File: src/rtl/sbox_share_scheduler.sv
// Round-robin sharing of N_SBOX combinational S-box lanes between SubBytes (128-bit state)
// and SubWord (32-bit key word) jobs; one N_SBOX-byte chunk is substituted per cycle.
module sbox_share_scheduler #(
   parameter int NB_BYTE  = 8,
   parameter int N_SBOX   = 4,
   parameter int NB_STATE = 128,
   parameter int NB_WORD  = 32
) (
   input  logic                      i_clock,
   input  logic                      i_reset,
   input  logic                      i_state_valid,
   input  logic [NB_STATE-1:0]       i_state,
   output logic                      o_state_ready,
   output logic                      o_state_done,
   output logic [NB_STATE-1:0]       o_state_sub,
   input  logic                      i_word_valid,
   input  logic [NB_WORD-1:0]        i_word,
   output logic                      o_word_ready,
   output logic                      o_word_done,
   output logic [NB_WORD-1:0]        o_word_sub,
   output logic [N_SBOX*NB_BYTE-1:0] o_sbox_bytes,
   input  logic [N_SBOX*NB_BYTE-1:0] i_sbox_bytes,
   output logic                      o_busy
);
   localparam int LANE_W  = N_SBOX * NB_BYTE;
   localparam int K_STATE = NB_STATE / LANE_W;
   localparam int K_WORD  = NB_WORD / LANE_W;
   localparam logic [3:0] LAST_STATE = 4'(K_STATE - 1);
   localparam logic [3:0] LAST_WORD  = 4'(K_WORD - 1);

   if (NB_BYTE != 8 || NB_STATE != 128 || NB_WORD != 32 ||
       !(N_SBOX == 1 || N_SBOX == 2 || N_SBOX == 4)) begin : g_bad_conf
      $error("BAD_CONF: unsupported sbox_share_scheduler parameter set");
   end

   typedef enum logic [1:0] {IDLE, RUN_STATE, RUN_WORD, DONE} fsm_t;

   fsm_t                fsm_q;
   logic                last_word_q;
   logic [3:0]          cnt_q;
   logic [NB_STATE-1:0] op_q;
   logic [NB_STATE-1:0] shadow_q;
   logic [NB_STATE-1:0] shadow_d;
   logic [NB_STATE-1:0] state_sub_q;
   logic [NB_WORD-1:0]  word_sub_q;
   logic                state_done_q;
   logic                word_done_q;
   logic                grant_state;
   logic                grant_word;

   // Tie-break favours whichever requester was not served last.
   assign grant_state = i_state_valid & (~i_word_valid | last_word_q);
   assign grant_word  = i_word_valid & (~i_state_valid | ~last_word_q);

   // Ready is gated by reset so it stays low while reset is held, even with valids high.
   assign o_state_ready = ~i_reset & (fsm_q == IDLE) & grant_state;
   assign o_word_ready  = ~i_reset & (fsm_q == IDLE) & grant_word;

   // NOTE: every always_comb output gets a default first, otherwise a latch is inferred.
   always_comb begin
      shadow_d = shadow_q;
      shadow_d[int'(cnt_q)*LANE_W +: LANE_W] = i_sbox_bytes;
   end

   always_comb begin
      o_sbox_bytes = '0;
      if (fsm_q == RUN_STATE || fsm_q == RUN_WORD) begin
         o_sbox_bytes = op_q[int'(cnt_q)*LANE_W +: LANE_W];
      end
   end

   // NOTE: sequential state uses non-blocking assignments only, so every register samples pre-edge values.
   always_ff @(posedge i_clock or posedge i_reset) begin
      if (i_reset) begin
         fsm_q        <= IDLE;
         last_word_q  <= 1'b0;
         cnt_q        <= '0;
         op_q         <= '0;
         shadow_q     <= '0;
         state_sub_q  <= '0;
         word_sub_q   <= '0;
         state_done_q <= 1'b0;
         word_done_q  <= 1'b0;
      end else begin
         state_done_q <= 1'b0;
         word_done_q  <= 1'b0;
         case (fsm_q)
            IDLE: begin
               if (o_state_ready) begin
                  op_q        <= i_state;
                  last_word_q <= 1'b0;
                  cnt_q       <= '0;
                  fsm_q       <= RUN_STATE;
               end else if (o_word_ready) begin
                  op_q        <= NB_STATE'(i_word);
                  last_word_q <= 1'b1;
                  cnt_q       <= '0;
                  fsm_q       <= RUN_WORD;
               end
            end
            RUN_STATE: begin
               shadow_q <= shadow_d;
               if (cnt_q == LAST_STATE) begin
                  cnt_q        <= '0;
                  state_sub_q  <= shadow_d;
                  state_done_q <= 1'b1;
                  fsm_q        <= DONE;
               end else begin
                  cnt_q <= cnt_q + 4'd1;
               end
            end
            RUN_WORD: begin
               shadow_q <= shadow_d;
               if (cnt_q == LAST_WORD) begin
                  cnt_q       <= '0;
                  word_sub_q  <= shadow_d[NB_WORD-1:0];
                  word_done_q <= 1'b1;
                  fsm_q       <= DONE;
               end else begin
                  cnt_q <= cnt_q + 4'd1;
               end
            end
            default: fsm_q <= IDLE;
         endcase
      end
   end

   assign o_state_done = state_done_q;
   assign o_word_done  = word_done_q;
   assign o_state_sub  = state_sub_q;
   assign o_word_sub   = word_sub_q;
   assign o_busy       = (fsm_q != IDLE);
endmodule

File: config.mk
export PLATFORM = sky130hd
export DESIGN_NAME = sbox_share_scheduler
export DESIGN_NICKNAME = d
export VERILOG_FILES = /design/src/rtl/sbox_share_scheduler.sv
export SDC_FILE = /design/constraint.sdc
export NUM_CORES = 1
export LEC_CHECK = 0
export CORE_ASPECT_RATIO = 0.7
export CORE_MARGIN = 2
export CORE_UTILIZATION = 47
export DETAILED_ROUTE_END_ITERATION = 10
export PLACE_DENSITY_LB_ADDON = 0.3
export SETUP_SLACK_MARGIN = 0.2
export SLEW_MARGIN = 20
export SYNTH_ARGS = -nofsm -noshare
export SYNTH_HDL_FRONTEND = slang
export SYNTH_SLANG_ARGS = --single-unit
File: constraint.sdc
create_clock -name i_clock -period 14.35 [get_ports i_clock]
set_input_delay 2.87 -clock i_clock [delete_from_list [all_inputs] [get_ports i_clock]]
set_output_delay 2.87 -clock i_clock [all_outputs]
set_load 0.05 [all_outputs]
==> results, run 1 <==
- Leaving out fill and tap cells, the most frequent cells in the layout are 424 x dfrtp_1, 392 x clkdlybuf4s50_1, 225 x a21oi_1, 165 x nor2_1, 137 x nand2_1.
- The slew of the pin with the lowest slew margin is ~1.1 ns.
- The startpoint of the lowest-slack register-to-register path is cnt_q[0].
- Counting every net in the synthesized netlist gives 1946.
- The global-route wire length before repair is ~86 mm.
- STA classifies the critical path startpoint as a primary input.
- Summing every instance area after synthesis gives about 19000 um2.
- The number of global-route vias before repair came to 14460.
- For met1 alone, demand over resource in global routing was 39.1%.
- The share of total power dissipated in the clock network is between 20 and 25%.
- The die width is around 240 um.
- Setup repair after global routing left no endpoint under its margin.
- The overflow left after global routing is 0.
- 393 I/O pins were placed.
- The remaining antenna violation count is 0.
- The number of antenna violations at the first check in global routing is 2.
- In the final routed layout, each cell accounts on average for 21.3 um.
- The total via count after detailed routing is roughly 15000.
- TritonCTS created 42 clock buffers.
- The flow ran to the end, and the final reports show no timing, DRC or antenna violations.
- The switching component of the power is 2.16 mW.
- The worst setup path is captured at a primary output.
- The critical-path maximum fanout is 75.
- The worst path arrival time is 5.58 ns.
- A synthesized cell averages 10.9 um2.
- The number of distinct library cells after synthesis is 45.
- The longest clock path from root to sink contains 3 buffers.
- Wires add up to 55.9 mm.
- The library cell used most frequently in the layout, excluding fill and tap cells, is dfrtp_1.
- The die is 172 um tall.
- The synthesis-to-layout area growth is 30.0%.
- The maximum resistive drop on vdd is 0.216 mV.
- The power per cell area is roughly 220 nW/um2.
- The most used routing layer in global routing is met1.
- The path class of the tightest hold or removal check is reg -> reg.
- Clock-pin slew was measured on the worst setup and hold paths at 0.06 ns.
- The share of synthesized registers carrying an async set or reset is 100%.
- Sequential elements use 55.9% of the synthesized area.
- In the post-route analysis, the smallest setup slack over all paths is 5.90 ns.
- The number of standard cells after synthesis is roughly 1700.
- The finished layout cell area is 24700 um2.
- The share of final-layout standard cells stronger than drive strength 1 is 10.2%.
- The area of placed instances is 23300 um2.
- After synthesis, the cell types taking the most area are dfrtp_1 56%, a21oi_1 5.9%, mux2i_1 5.2%, a22o_1 4.4%, mux4_2 3.8%.
- The leakage power summed over all cells is 10.4 nW.
- During synthesis, Yosys emitted a total of 0 warnings.
- The number of setup buffers added after CTS is 0.
- At the end of routability-driven placement, the weighted congestion stood at ~0.84.
- The clock period minus final worst setup slack is 8.45 ns.
- In this run switching power makes up 40.5% of total power.
- Among all flip-flop cells after synthesis, the most frequent one is dfrtp_1.
- The floorplan step defined a die boundary enclosing 42100 um2.
- The met3 demand-to-capacity share in global routing is approximately 4.7%.
- For this run, global-route usage on met2 was measured as about two fifths.
- The total of max-cap violations is 0.
- The worst hold path begins at op_q[26].
- For this run, design rule violations remaining after detail routing come to 0.
- The launching element of the worst setup path is i_reset.
- TritonCTS built the clock tree.
- The clock skew is 0.0198 ns.
- The layout has around 3100 filler cells.
- The first detailed-routing pass took 5 iterations.
- The number of max-slew violations in the final report was 0.
- In this run, the number of DRC markers left after iteration 0 of detailed routing was 1428.
- The synthesized design devotes to its leading area cell type 55.9% of total area.
- The combinational fraction of design power is 46.0%.
- The flip-flop and latch count after synthesis is 425.
- The core region area is about 40000 um2.
- CTS placed an instance of clkbuf_16 at the clock tree root.
- The number of synthesized flops with an enable pin is 0.
- The number of setup violations in the final report is 0.
- Headroom to the max-slew limit came out at a little under 30%.
- OpenSTA, run right after detailed placement, puts the worst setup slack at roughly 5.9 ns.
- The relative contribution of sequential cells to total power is about a third.
- The worst-case hold slack is 0.477 ns.
- The number of hold violations in the final report was 0.
- The number of vias per cell after detailed routing is 5.68.
- Clock latency on the worst-skew pair, taken at its later pin, is 0.55 ns.
- The initialized floorplan defines ~60 standard-cell rows.
- Detailed placement finished with a half-perimeter wire length of between 30 and 40 mm.
- The start-to-end type of the worst setup path is in -> out.
- The maximum operating frequency is 118 MHz.
- The number of hold buffers added after CTS was 0.
- The required time of the critical path is ~11 ns.
- The total global-route track usage is 26.2%.
- After layout, the worst path uses roughly three fifths of the clock period.
- The internal power is approximately 3.2 mW.
- Post-CTS repair changed the size of 0 cells.
- The H-tree was split into 2 levels.
- The largest area contributor in the synthesized netlist is dfrtp_1.
- The net total in the final layout is 2256.
- The final setup TNS is 0 ns.
- The maximum number of pins on one net before global-route repair is between 90 and 100.
- In this run the tool buffered the top-level ports with 392 buffer cells.
- The number of sinks handled by clock tree synthesis is 425.
- The effective utilization at floorplan is 47.7%.
Yosys cell counts (2+ instances only):
master and count:
and3_1 36, buf_4 3, dfrtp_1 425, a22o_1 96, buf_6 4, and2_1 33, buf_2 39, mux2_2 34
mux2i_1 98, mux2_4 30, nand2b_1 4, a21oi_1 226, o21ai_0 131, a22oi_1 2, nand3_1 4, or3b_2 2
buf_1 19, clkbuf_1 86, ha_1 8, nand2_1 138, inv_1 6, o21bai_1 2, nor2b_1 3, o31a_1 32
nor2_1 166, nor3_1 65, mux4_2 32
area by class of cell:
| type | instances | area (um2) | area share, % |
|---|---|---|---|
| well taps | 535 | 669 | 2.71 |
| clock inverters | 16 | 190 | 0.769 |
| flip-flops and latches | 425 | 10600 | 43.0 |
| multi-input cells | 1160 | 7810 | 31.6 |
| repair buffers | 417 | 4130 | 16.7 |
| diodes | 1 | 2.50 | 0.0101 |
| inverters | 6 | 26.3 | 0.106 |
| clock buffers | 59 | 1260 | 5.08 |
final timing paths:
path / endpoint / slack (ns) / cells past startpoint
max: o_state_ready / 5.90 / 4
min: op_q[26] / 0.48 / 2
max reg2reg: shadow_q[10] / 10.01 / 6
min reg2reg: op_q[26] / 0.48 / 2
max in group asynchronous: cnt_q[0] / 9.23 / 4
min in group asynchronous: last_word_q / 2.87 / 2
metal layers:
layer  vias to the layer above  share of wire [%]
li1                       6817                  -
met1                      7515                 47
met2                       450                 44
met3                        97                5.8
met4                         2                3.2
met5                         -              0.023
logic make-up after synthesis:
family / count (synthesis) / synth area share (%)
simple gates: 463 / 11.0
fa+ha+maj: 8 / 0.526
compound gates: 493 / 15.6
xor+xnor: 2 / 0.0921
flops: 425 / 55.9
mux: 194 / 13.3
buf+inv: 157 / 3.57
critical path, cell delays in order:
cell and delay, ns:
clkdlybuf4s50_1 0.51, nor2b_1 0.34, and3_4 0.86, clkdlybuf4s50_1 0.95
power groups by stage:
stage                     clock network (mW)  registers (mW)  logic, mW
after global routing                    1.23            1.75       2.61
final                                   1.16            1.72       2.45
after floorplan                            0            1.94       1.49
after detailed placement                   0            1.73       2.44
after global placement                     0            1.71       2.40
after CTS                               1.18            1.71       2.45
stage by stage:
step / total power, mW / utilization, % / cells
after floorplan: 3.43 / - / 1742
after global placement: 4.11 / 58.3 / 2542
after detailed placement: 4.17 / 58.4 / 2543
after CTS: 5.35 / 62.0 / 2618
after global routing: 5.59 / 62.1 / 2619
final: 5.32 / 62.1 / 2619
sequential cells by signal, summed over array words and instances (netlist names):
| register | count |
|---|---|
| o_word_done | 1 |
| last_word_q | 1 |
| cnt_q | 4 |
| fsm_q | 2 |
| shadow_q | 128 |
| o_state_done | 1 |
| o_state_sub | 128 |
| op_q | 128 |
| o_word_sub | 32 |
(Power assumes the default switching activity.)
==> run 2, diff against run 1 <==
--- a/config.mk
+++ b/config.mk
@@ -7,7 +7,7 @@
 export LEC_CHECK = 0
 export CORE_ASPECT_RATIO = 0.7
 export CORE_MARGIN = 2
-export CORE_UTILIZATION = 47
+export CORE_UTILIZATION = 52
 export DETAILED_ROUTE_END_ITERATION = 10
 export PLACE_DENSITY_LB_ADDON = 0.3
 export SETUP_SLACK_MARGIN = 0.2
==> constraint.sdc (replaced) <==
create_clock -name i_clock -period 8.3 [get_ports i_clock]
set_input_delay 1.66 -clock i_clock [delete_from_list [all_inputs] [get_ports i_clock]]
set_output_delay 1.66 -clock i_clock [all_outputs]
set_load 0.05 [all_outputs]
==> run 2 against run 1 <==
Against the previous run:
- setup slack worse by 3.6 ns
- clock skew fell by 0.00092 ns
- global-route usage grew 2.8 points
- total power increased by 70%
- critical endpoint unchanged
- largest power group unchanged
==> results, run 2 (synthesis gave the netlist of run 1 again) <==
- The routability congestion estimate from global placement was 0.859 (+2.2%).
- The power share of the clock group is 20.6% (-1.2 points).
- The overflow left after global routing is 0 (unchanged).
- The largest individual stage delay along the critical path comes from the cell clkdlybuf4s50_1.
- The vertical die dimension is 164 um (-4.8%).
- The maximum resistive drop on vdd came to 0.294 mV (+36%).
- The violation count after the first detailed-routing iteration is 1498 (+4.9%).
- Setup repair after global routing left no endpoint under its margin.
- The number of global-route vias before repair was 14728 (+1.9%).
- The worst-case headroom to the max-slew limit is 27.3% (-2.4 points).
- The internal power is 5.38 mW (+70%).
- The power after layout is 9.07 mW (+70%).
- The total via count after detailed routing is 14865 (-0.11%).
- The count of TritonRoute iterations in the first routing pass is 5 (unchanged).
- The maximum number of pins on one net before global-route repair is 189 (+110%).
- The most common cell after layout, fill and taps aside is dfrtp_1.
- The library cell appearing most often on the critical path is clkdlybuf4s50_1.
- The number of setup violations in the final report was 0 (unchanged).
- The finished layout cell area is 24500 um2 (-0.72%).
- The detailed placer's ending HPWL is 36.2 mm (-3.5%).
- The maximum count of clock buffers along a single path was 3 (unchanged).
- The power per cell area was 370 nW/um2 (+72%).
- The path depth of the worst reg2reg path is 7 (+1).
- The flow ran to the end, and the final reports show no timing, DRC or antenna violations.
- The relative contribution of sequential cells to total power is 32.5% (+0.3 points).
- The startpoint identified for the worst register-to-register timing path is cnt_q[0].
- Subtracting the final worst setup slack from the clock period gives 5.95 ns.
- The slew of the pin with the lowest slew margin is 1.09 ns (+0.0367 ns).
- The number of sinks handled by clock tree synthesis came to 425 (unchanged).
- The number of clock buffers inserted by TritonCTS is 43 (+2.4%).
- The leakage power summed over all cells is 10.4 nW (-0.59%).
- The number of hold-repair buffers added at the cts stage is 0 (unchanged).
- The number of port buffers came to 392 (unchanged).
- TritonCTS built the clock tree.
- The share of final-layout standard cells stronger than drive strength 1 came to 9.63% (-0.55 points).
- The number of vias per cell after detailed routing is 5.81 (+2.3%).
- The number of antenna violations at the first check in global routing is 1 (-1).
- Walking the worst path, the cells encountered are clkdlybuf4s50_1 > nor2b_1 > and3_4 > clkdlybuf4s50_1.
- The number of placement rows is 58 (-4.9%).
- The area of placed instances came to 23200 um2 (-0.39%).
- The total global-route track usage is 29.0% (+2.8 points).
- The number of hold violations in the final report is 0 (unchanged).
- The launching element of the worst setup path is i_reset.
- The number of cells upsized or downsized after cts is 0 (unchanged).
- The worst path arrival time came to 4.29 ns (-1.29 ns).
- The insertion delay to the later sink of the worst-skew pair is 0.55 ns (about the same).
- The switching power as a share of total power was 40.7% (+0.24 points).
- The worst setup path is launched from a primary input.
- The number of setup buffers added after CTS is 0 (unchanged).
- From synthesis to final layout, the design area changed by 29.1%.
- The number of max-slew violations in the final report came to 0 (unchanged).
- The combinational fraction of design power is 46.9% (+0.9 points).
- The per-cell routed wire length is 21.5 um (+0.67%).
- The slack of the worst reg-to-reg path is 4.02 ns (-5.99 ns).
- The net total in the final layout is 2255 (-0.044%).
- The sum of routed wire length over all layers is 55.0 mm (-1.7%).
- Timing would allow up to 168 MHz.
- The critical path's largest stage delay is 0.95 ns (about the same).
- The maximum level of the CTS H-tree is 2 (unchanged).
- The cell at the root of the clock tree is clkbuf_16.
- Dividing the final minimum period by the clock period gives 71.7%.
- The fill cell instance count of the final layout is 2732 (-13%).
- The global-route wire length before repair is 85.3 mm (-0.34%).
- The total of max-cap violations is 0 (unchanged).
- The critical path capture point type is a primary output.
- The core region area is 36000 um2 (-9.7%).
- The area enclosed by the die boundary came to 38100 um2 (-9.4%).
- The remaining antenna violation count is 0 (unchanged).
- By startpoint and endpoint, the worst setup path is classified as in -> out.
- The die width is 233 um (-4.8%).
- The startpoint of the lowest-slack hold path is shadow_q[96].
- The critical-path maximum fanout is 68 (-9.3%).
- The effective utilization at floorplan is 52.8% (+5.1 points).
- The required time of the critical path came to 6.64 ns (-4.84 ns).
- The type of the most critical hold path is reg -> reg.
- The total DRC errors in the routed layout is 0 (unchanged).
- The final setup TNS is 0 ns (unchanged).
- The depth of the worst hold-timing path came to 2 (unchanged).
- Leaving out fill and tap cells, the most frequent cells in the layout are 424 x dfrtp_1, 392 x clkdlybuf4s50_1, 225 x a21oi_1, 165 x nor2_1, 137 x nand2_1.
- The number of ports placed on the die boundary is 393 (unchanged).
- The clock skew is 0.0189 ns (-0.000920 ns).
- The clock slew at the register clock pins of the worst setup and hold paths is 0.06 ns (about the same).
- The switching component of the power is 3.69 mW (+71%).
## run 2: cell types whose count changed in the layout (fill, tap and decap cells not counted), sizes merged
cell,change
buf,-2
bufinv,-3
clkbuf,+3
clkinv,-4
## run 2: cell type report
class / count / area [um2] / share of cell area (%)
diodes: 1 / 2.50 / 0.0102
inverters: 6 / 26.3 / 0.107
clock inverters: 9 / 76.3 / 0.311
flip-flops and latches: 425 / 10600 / 43.3
clock buffers: 62 / 1260 / 5.13
multi-input cells: 1160 / 7800 / 31.8
well taps: 480 / 601 / 2.45
repair buffers: 415 / 4140 / 16.9
## run 2: worst max-delay path: cells and delay by family
family,cells,cell delay (ns)
buffers and inverters,2,1.47
and+or+nand+nor,2,1.13
## run 2: per-stage QoR
stage / hold WS [ns] / util (%) / instances / setup slack (ns)
final: 0.480 / 68.2 / 2558 / 2.35
after global routing: 0.498 / 68.2 / 2558 / 2.20
after CTS: 0.483 / 68.1 / 2556 / 2.36
after detailed placement: 0.470 / 64.3 / 2485 / 2.36
after global placement: 0.461 / 64.3 / 2485 / 2.39
after floorplan: 0.445 / - / 1742 / 0.905
## run 2: final timing paths
check,end
worst max register to register,shadow_q[3]
worst max-delay path,o_state_ready
worst min-delay path,shadow_q[96]
min in group asynchronous,op_q[20]
max in group asynchronous,shadow_q[110]
worst min register to register,shadow_q[96]
## run 2: power groups by stage
stage          combinational, mW  clock, mW  sequential, mW
5_1_grt                     4.53       1.99            3.01
4_1_cts                     4.26       1.91            2.94
3_3_place_gp                4.15          0            2.93
3_5_place_dp                4.24          0            2.96
6_report                    4.25       1.87            2.95
2_1_floorplan               2.58          0            3.36
## run 2: routing by layer
layer	share of wire [%]	routed length, um	global-route usage [%]	vias to the layer above
met1	45	24800	42.6	7462
met2	45	24700	43.1	506
li1	-	-	-	6795
met5	0	0	0	-
met4	3.4	1850	9.99	0
met3	6.5	3590	5.92	102
==> run 3, diff against run 2 <==
--- a/config.mk
+++ b/config.mk
@@ -7,7 +7,7 @@
 export LEC_CHECK = 0
 export CORE_ASPECT_RATIO = 0.7
 export CORE_MARGIN = 2
-export CORE_UTILIZATION = 52
+export CORE_UTILIZATION = 47
 export DETAILED_ROUTE_END_ITERATION = 10
 export PLACE_DENSITY_LB_ADDON = 0.3
 export SETUP_SLACK_MARGIN = 0.2
==> constraint.sdc (replaced) <==
create_clock -name i_clock -period 5 [get_ports i_clock]
set_input_delay 1 -clock i_clock [delete_from_list [all_inputs] [get_ports i_clock]]
set_output_delay 1 -clock i_clock [all_outputs]
set_load 0.05 [all_outputs]
==> run 3 against run 2 <==
Against the previous run:
- via count rose by 1.1%
- sequential cell count did not move
- sequential share of layout area fell by 0.40 points
- die area rose by 10%
- cell area rose by 0.96%
- critical path type is now reg -> out
- largest cell class unchanged
- highest routed layer unchanged
==> results, run 3 (synthesis gave the netlist of run 1 again) <==
- The number of port buffers is 392 (unchanged).
- The maximum count of clock buffers along a single path is 3 (unchanged).
- The post-layout worst setup margin is 0.856 ns (-1.49 ns).
- Clock tree synthesis selected as its root buffer the cell clkbuf_16.
- The number of max-slew violations in the final report was 0 (unchanged).
- The required time of the critical path is 4.00 ns (-2.64 ns).
- The start-to-end type of the worst setup path is reg -> out.
- The total DRC errors in the routed layout is 0 (unchanged).
- The worst hold path endpoint is shadow_q[50].
- Setup repair after global routing left no endpoint under its margin.
- The number of antenna violations at the first check in global routing was 3 (+2).
- The depth of the worst hold-timing path is 2 (unchanged).
- The clock slew at the register clock pins of the worst setup and hold paths was 0.06 ns (about the same).
- The insertion delay to the later sink of the worst-skew pair was 0.55 ns (about the same).
- The core region area is 39800 um2 (+11%).
- The storage element area is 10600 um2 (about the same).
- The number of placement rows came to 61 (+5.2%).
- The fraction of the cycle the final worst path needs is 82.9%.
- The startpoint of the lowest-slack hold path is shadow_q[50].
- The global-route wire length before repair is 87.1 mm (+2.2%).
- The startpoint identified for the worst register-to-register timing path is cnt_q[0].
- The run finished with clean final reports.
- The path depth of the worst reg2reg path is 7 (unchanged).
- Walking the worst path, the cells encountered are buf_4 > mux4_2 > and3_1 > clkdlybuf4s50_1.
- The worst-case headroom to the max-slew limit is 39.4% (+12 points).
- The worst register-to-register path ends at o_state_sub[78].
- The number of vias per cell after detailed routing came to 5.73 (-1.5%).
- The count of TritonRoute iterations in the first routing pass came to 5 (unchanged).
- The number of ports placed on the die boundary is 393 (unchanged).
- The leakage power summed over all cells is 10.4 nW (+0.74%).
- The slack of the worst reg-to-reg path was 1.61 ns (-2.41 ns).
- The power per cell area is 615 nW/um2 (+66%).
- The number of cells upsized or downsized after cts is 0 (unchanged).
- The routability congestion estimate from global placement was 0.838 (-2.4%).
- The die width is 244 um (+5.1%).
- The net total in the final layout was 2261 (+0.27%).
- The remaining antenna violation count is 0 (unchanged).
- The number of global-route vias before repair is 14677 (-0.35%).
- The number of setup violations in the final report came to 0 (unchanged).
- The min-delay analysis places its worst path in the category reg -> reg.
- The area enclosed by the die boundary is 42100 um2 (+10%).
- The effective utilization at floorplan is 47.7% (-5.1 points).
- The final core utilization is 62.2% (-6.0 points).
- The number of sinks handled by clock tree synthesis is 425 (unchanged).
- The startpoint type of the worst setup path is a flop.
- The critical path's largest stage delay was 0.86 ns (-0.09 ns).
- The cell with the largest stage delay on the worst path is dfrtp_4.
- The maximum resistive drop on vdd was 0.611 mV (+110%).
- The area of the multi-input gates is 7780 um2 (-0.21%).
- The per-cell routed wire length came to 21.5 um (about the same).
- The detailed placer's ending HPWL was 37.7 mm (+4.1%).
- The synthesis-to-layout area growth is 30.3%.
- TritonCTS built the clock tree.
- The critical-path maximum fanout is 37 (-46%).
- The total global-route track usage is 26.7% (-2.3 points).
- The overflow left after global routing is 0 (unchanged).
- The share of final-layout standard cells stronger than drive strength 1 was 10.2% (+0.53 points).
- In the layout the commonest cells are 423 x dfrtp_1, 392 x clkdlybuf4s50_1, 225 x a21oi_1, 165 x nor2_1, 137 x nand2_1.
- Static timing analysis puts the maximum clock frequency at around 240 MHz.
- The post-placement worst setup slack was 1.08 ns (-1.28 ns).
- The worst path arrival time came to 3.14 ns (-1.15 ns).
- The violation count after the first detailed-routing iteration is 1298 (-13%).
- The slew of the pin with the lowest slew margin is 0.909 ns (-0.182 ns).
- The number of hold-repair buffers added at the cts stage is 0 (unchanged).
- The total via count after detailed routing is 15033 (+1.1%).
- The maximum number of pins on one net before global-route repair is 161 (-15%).
- The number of setup buffers added after CTS is 0 (unchanged).
- The clock period minus final worst setup slack is 4.14 ns.
- The total of max-cap violations is 0 (unchanged).
- The library cell used most frequently in the layout, excluding fill and tap cells, is dfrtp_1.
- The worst setup path is captured at a primary output.
- The maximum level of the CTS H-tree came to 2 (unchanged).
- The number of clock buffers inserted by TritonCTS came to 43 (unchanged).
- The vertical die dimension was 172 um (+5.1%).
- The number of hold violations in the final report was 0 (unchanged).
- The sum of routed wire length over all layers is 56.4 mm (+2.7%).
- The clock skew came to 0.0192 ns (+0.000254 ns).
- The fill cell instance count of the final layout is 3224 (+18%).
-- run 3: final cells by class --
cell class	count	share of cell area [%]
timing repair buffer	421	17.1
sequential	425	42.9
antenna	3	0.0303
inverter	6	0.106
multi-input combinational	1160	31.4
clock buffer	63	5.18
tap	535	2.70
clock inverter	12	0.565
-- run 3: through the flow --
step,power (mW),setup TNS (ns),hold WS (ns),std cells,cell area [um2]
after floorplan,9.85,-737.56,0.445,1742,19000
after global placement,11.8,0,0.462,2547,23300
after detailed placement,12.0,0,0.470,2547,23300
after CTS,15.3,0,0.484,2622,24800
after global routing,16.0,0,0.503,2625,24800
final,15.2,0,0.480,2625,24800
-- run 3: metal layers --
metal | global-route usage, % | vias to the layer above | wire, um
li1 | - | 6848 | -
met2 | 38.7 | 411 | 24800
met3 | 5.18 | 113 | 3120
met4 | 9.78 | 0 | 2070
met5 | 0 | - | 0
met1 | 39.8 | 7661 | 26400
-- run 3: report_power, final --
| group | total [mW] | switching [mW] | internal [mW] |
|---|---|---|---|
| registers | 5.00 | 0.648 | 4.35 |
| clock network | 3.29 | 1.36 | 1.93 |
| logic | 6.94 | 4.15 | 2.79 |
-- run 3: worst max-delay path: cells and delay by family, from the launching register on --
kind / cells / cell delay [ns]
buf+inv: 2 / 1.00
mux: 1 / 0.52
flops: 1 / 0.86
simple gates: 1 / 0.20
-- run 3: worst max path at each step --
| stage | cells after the start | start | to | slack [ns] |
|---|---|---|---|---|
| 2_1_floorplan | 1 | i_reset | cnt_q[0] | -1.74 |
| 6_report | 4 | cnt_q[0] | o_sbox_bytes[24] | 0.86 |
| 5_1_grt | 4 | cnt_q[0] | o_sbox_bytes[24] | 0.69 |
| 4_1_cts | 4 | cnt_q[0] | o_sbox_bytes[24] | 0.50 |
| 3_5_place_dp | 4 | i_reset | o_state_ready | 1.08 |
| 3_3_place_gp | 4 | cnt_q[0] | o_sbox_bytes[16] | 1.10 |
